--- src/rtl/stopwatch_counter.sv ---
// stopwatch_counter -- MM:SS stopwatch with BCD digit outputs.
//
// A prescaler divides clk by TICK_DIV to make a once-per-second tick while
// running. Each tick advances a four-digit BCD count (00:00 .. 59:59). The
// count wraps back to 00:00, pulses wrap, and keeps counting.
//
// Optional feature macro: STOPWATCH_LAP_EN. When it is defined, lap pulses
// in RUN or PAUSE freeze and unfreeze the display on a snapshot while the
// live count keeps advancing.
//
// Ports:
//   clk         system clock, rising edge
//   reset_n     synchronous active-low reset
//   start_stop  pulse: IDLE->RUN, RUN->PAUSE, PAUSE->RUN
//   clear       pulse: back to IDLE at 00:00, release freeze (highest priority)
//   lap         pulse: toggle display freeze (LAP_EN builds only)
//   digit0..3   seconds-ones, seconds-tens, minutes-ones, minutes-tens (BCD)
//   running     high while in RUN (registered)
//   wrap        one-cycle pulse while 00:00 first shows after 59:59
//   frozen      high while the display shows the lap snapshot
module stopwatch_counter #(
  parameter int unsigned TICK_DIV = 50000000
) (
  input  logic       clk,
  input  logic       reset_n,
  input  logic       start_stop,
  input  logic       clear,
  input  logic       lap,
  output logic [3:0] digit0,
  output logic [3:0] digit1,
  output logic [3:0] digit2,
  output logic [3:0] digit3,
  output logic       running,
  output logic       wrap,
  output logic       frozen
);

  localparam int unsigned PW = (TICK_DIV > 2) ? $clog2(TICK_DIV) : 1;

  typedef enum logic [1:0] {IDLE, RUN, PAUSE} state_t;

  typedef struct packed {
    logic [3:0] m10;
    logic [3:0] m1;
    logic [3:0] s10;
    logic [3:0] s1;
  } count_t;

  state_t        state, state_nxt;
  logic [PW-1:0] presc;
  count_t        live, live_inc, disp;
  logic          tick, at_max;

  assign tick   = (state == RUN) && (presc == PW'(TICK_DIV - 1));
  assign at_max = (live == count_t'(16'h5959));

  // FSM: state register plus registered decode for running
  always_ff @(posedge clk) begin
    if (!reset_n) begin
      state   <= IDLE;
      running <= 1'b0;
    end else begin
      state   <= state_nxt;
      running <= (state_nxt == RUN);
    end
  end

  always_comb begin
    state_nxt = state;
    if (clear) begin
      state_nxt = IDLE;
    end else if (start_stop) begin
      case (state)
        IDLE:    state_nxt = RUN;
        RUN:     state_nxt = PAUSE;
        PAUSE:   state_nxt = RUN;
        default: state_nxt = IDLE;
      endcase
    end
  end

  // BCD ripple increment; a digit at or past its limit rolls to 0 and
  // carries, so the count can never leave its legal range.
  always_comb begin
    live_inc = live;
    if (live.s1 < 4'd9) begin
      live_inc.s1 = live.s1 + 4'd1;
    end else begin
      live_inc.s1 = 4'd0;
      if (live.s10 < 4'd5) begin
        live_inc.s10 = live.s10 + 4'd1;
      end else begin
        live_inc.s10 = 4'd0;
        if (live.m1 < 4'd9) begin
          live_inc.m1 = live.m1 + 4'd1;
        end else begin
          live_inc.m1  = 4'd0;
          live_inc.m10 = (live.m10 < 4'd5) ? live.m10 + 4'd1 : 4'd0;
        end
      end
    end
  end

  // Prescaler and live count. The prescaler only moves in RUN, so a pause
  // keeps the partial second. A tick coinciding with start_stop still counts.
  always_ff @(posedge clk) begin
    if (!reset_n || clear) begin
      presc <= '0;
      live  <= '0;
      wrap  <= 1'b0;
    end else begin
      wrap <= tick && at_max;
      if (state == RUN) presc <= tick ? '0 : presc + PW'(1);
      if (tick) live <= live_inc;
    end
  end

`ifdef STOPWATCH_LAP_EN
  count_t snap;
  logic   frz;

  // Freezing captures the count shown in the lap cycle (pre-increment if a
  // tick lands in the same cycle); unfreezing leaves snap stale but unused.
  always_ff @(posedge clk) begin
    if (!reset_n || clear) begin
      snap <= '0;
      frz  <= 1'b0;
    end else if (lap && state != IDLE) begin
      frz <= !frz;
      if (!frz) snap <= live;
    end
  end

  assign frozen = frz;
  assign disp   = frz ? snap : live;
`else
  logic unused_lap;
  assign unused_lap = lap;
  assign frozen     = 1'b0;
  assign disp       = live;
`endif

  assign digit0 = disp.s1;
  assign digit1 = disp.s10;
  assign digit2 = disp.m1;
  assign digit3 = disp.m10;

endmodule

--- config.mk ---
export PLATFORM = sky130hd
export DESIGN_NAME = stopwatch_counter
export DESIGN_NICKNAME = d
export VERILOG_FILES = /design/src/rtl/stopwatch_counter.sv
export SDC_FILE = /design/constraint.sdc
export NUM_CORES = 1
export LEC_CHECK = 0
export BUFFER_PORTS_ARGS = -buffer_cell sky130_fd_sc_hd__buf_2
export CAP_MARGIN = 0
export CORE_MARGIN = 4
export CORE_UTILIZATION = 35
export DETAILED_ROUTE_END_ITERATION = 10
export PLACE_DENSITY = 0.65
export SLEW_MARGIN = 25
export SYNTH_ARGS = -nofsm -noshare
export SYNTH_HDL_FRONTEND = slang
export SYNTH_SLANG_ARGS = --single-unit
--- constraint.sdc ---
create_clock -name clk -period 2.25 [get_ports clk]
set_input_delay 0.45 -clock clk [delete_from_list [all_inputs] [get_ports clk]]
set_output_delay 0.45 -clock clk [all_outputs]
set_load 0.02 [all_outputs]
==> out/summary.log <==
INFO  status         outcome=completed
INFO  timing         finalSetupViolations=0
INFO  place          post-place-cells=374
INFO  route          post-route-drc-count=0
INFO  timing         fmax=0.4793GHz
INFO  place          detailedPlacementHpwl=3479um
INFO  die            floorplan.die.width=90.22um
INFO  global_routing globalRouteOverflowTotal=0
INFO  global_routing grt_usage=0.1197
INFO  route          wl_per_cell=12.40um
INFO  timing         layout_worst_path_cycle_share=0.9272
INFO  global_routing vias_in_the_first_global_route=1865
INFO  flow_run       timing.max_cap.violations=0
INFO  route          postRouteAntennaNets=0
INFO  route          via_per_inst=5.131
INFO  worst_hold_path hp-class=primary input to register
INFO  clock_tree     cts.sink_count=46
INFO  clock_tree     cts_htree_levels=2
INFO  setup_path     critical_path.endpoint_type=register
INFO  cells_and_area final_common_cell=dfxtp_1
INFO  setup_path     required=2470ps
INFO  cells_and_area syn_to_final_growth=15.97%
INFO  global_routing first_pass_grt_wire_length=8190um
INFO  cells_and_area post_route_cells_drive_above_1_share=0.1770
INFO  timing         period_minus_slack=2086ps
INFO  route          drt_pre_antenna_iters=4
INFO  die            num_io_pins=24
INFO  timing         final.setup.tns=0ps
INFO  global_routing antenna_found_initial=0
INFO  timing         hold_viol_final=0
INFO  place          dp_worst_setup_slack=143.2ps
INFO  clock_tree     clock_pin_slew_worst_setup_and_hold_paths=80ps
INFO  cells_and_area layout.nets=322
INFO  timing         final.setup.worst_slack=163.8ps
INFO  global_routing largest_net_degree_at_the_start_of_global_routing=25
INFO  clock_tree     clock_insertion_delay_at_the_later_pin_of_the_skew_report=300ps
INFO  setup_path     critical_path_start_type=register
INFO  timing         final-max-slew-violation-count=0
INFO  place          gp_congestion=0.8589
INFO  timing         timing.clock.skew=7.307ps
INFO  die            design.die.area=8140um^2
INFO  cells_and_area stdcell_area=2744um^2
INFO  timing         hold_slack=446.8ps
INFO  synthesis      count_of_state_elements_after_synthesis=46
INFO  die            die_span_y=90.22um
INFO  setup_path     worst-endpoint-arrival=2310ps
INFO  clock_tree     max-clock-path-buffers=2
INFO  synthesis      synth_area=2366um^2
INFO  synthesis      post_synth_inst_count=271
INFO  synthesis      post_synth.cell_area_avg=8.731um^2
INFO  setup_path     worst-setup-path-type=register to register
INFO  route          vias=1960
INFO  clock_tree     root_buffer=clkbuf_8
INFO  cells_and_area most-common-layout-cells=dfxtp_1 (45), nor2_1 (40), buf_2 (21), nand2_1 (19), xor2_1 (18)
INFO  pwr            power_density=535.3nW/um^2
INFO  pwr            worst_ir_drop_vdd=0.2549mV
INFO  pwr            total_power=1.469mW
INFO  place          cell_area_after_placement=2634um^2
INFO  setup_path     crit_path_max_fanout=5
INFO  synthesis      synth.net_count=289
INFO  cells_and_area num_antenna_cells=0
INFO  cells_and_area final_core_util=0.4248
INFO  route          drt_iter0_markers=84
INFO  cells_and_area post_layout_nonfiller_instances=382
INFO  pwr            cellLeakagePower=1.083nW
INFO  clock_tree     numCtsBuffers=5
INFO  timing         rsz0062_at_grt=no
INFO  clock_tree     tritoncts=yes
INFO  synthesis      yosysWarningCount=0
INFO  synthesis      share_of_synthesized_area_occupied_by_flip_flops_and_latches=0.3892
INFO  die            fp.coreArea=6459um^2
INFO  route          route.final.wire_length=4737um
INFO  die            rows=29
INFO  synthesis      yosysUniqueCellTypes=47
INFO  die            start_util=0.3663
INFO  place          port_buffers=21
## worst paths after layout
kind	start	endpoint	slack, ps	cells after the start
setup reg to reg	presc[1]	digit3[3]	160	6
hold / removal	start_stop	state[0]	450	3
hold reg to reg	presc[0]	presc[0]	490	2
setup / recovery	presc[1]	digit3[3]	160	6
## Yosys cell counts, drive strengths merged
library cell | number | area, um^2
conb | 1 | 3.750
mux2i | 7 | 70.07
dfxtp | 46 | 920.9
mux2 | 2 | 22.52
nand3 | 17 | 85.08
o21ai | 4 | 20.02
and4b | 2 | 20.02
o21a | 1 | 7.510
a31oi | 1 | 6.260
a21oi | 10 | 50.05
nor2 | 40 | 150.1
nor2b | 3 | 18.77
nand4b | 3 | 26.28
o31ai | 1 | 7.510
buf | 6 | 43.79
nor4 | 7 | 50.05
a21o | 1 | 7.510
nand2b | 3 | 18.77
clkbuf | 4 | 15.01
and4 | 2 | 17.52
nor3b | 3 | 22.52
nor4b | 1 | 8.760
or2 | 1 | 6.260
nor4bb | 1 | 10.01
a2111oi | 1 | 8.760
inv | 13 | 48.80
or3 | 3 | 25.03
or4b | 3 | 30.03
a41oi | 2 | 17.52
nand4 | 13 | 87.58
nand3b | 2 | 15.01
ha | 13 | 162.7
and3 | 5 | 31.28
xor2 | 18 | 157.7
o32ai | 1 | 8.760
nor3 | 4 | 31.28
nand2 | 19 | 71.32
xnor2 | 7 | 61.31
## cell type report
cell class                      count  area [um^2]
Fill cell                         642         3715
Multi-Input combinational cell    202         1338
Sequential cell                    46        922.1
Timing Repair Buffer               36        230.2
Tap cell                           77        96.34
Clock buffer                        5        68.82
Inverter                           13        48.80
Clock inverter                      3        40.04
## worst max-delay path, cell delays in order (launching register included)
cell,delay [ps]
dfxtp_1,380
ha_1,180
nand3b_1,130
or2_1,310
or3_4,450
or4b_1,490
o31ai_1,70
## cells by family (layout without fill, tap and decap cells)
group,count (synthesis),count (layout),share of synthesized area
compound gates,22,22,0.05659
mux,9,9,0.03913
buf+inv,23,57,0.04548
flops,46,46,0.3892
other cells,1,1,0.001585
xor+xnor,25,25,0.09254
fa+ha+maj,13,13,0.06875
simple gates,132,132,0.3067
## repair_timing
action | CTS | global route
hold buffers | 0 | 0
gates resized for setup | 0 | 1
setup endpoints to repair | 0 | 1
buffers inserted | 0 | 0
## where the power goes
| group | leakage, nW | switching [mW] | total, mW | internal, mW |
|---|---|---|---|---|
| Combinational | 0.654 | 0.0242 | 0.0395 | 0.0153 |
| Clock | 0.0579 | 0.284 | 0.611 | 0.327 |
| Sequential | 0.371 | 0.00264 | 0.819 | 0.816 |
| Total | 1.08 | 0.310 | 1.47 | 1.16 |
## sequential cells by signal (all words and copies together), names as in the netlist
register  count
presc        26
running       1
digit2        4
digit3        4
digit0        4
digit1        4
state         2
wrap          1
## per-layer routing
metal	up-vias	wire, um	share of wire	global-route usage
li1	1007	-	-	-
met1	924	2364	0.50	0.1547
met2	27	2146	0.45	0.1892
met3	2	191	0.040	0.03255
met4	0	34	0.0072	0.04719
met5	-	0	0	0
(Power assumes the default switching activity.)
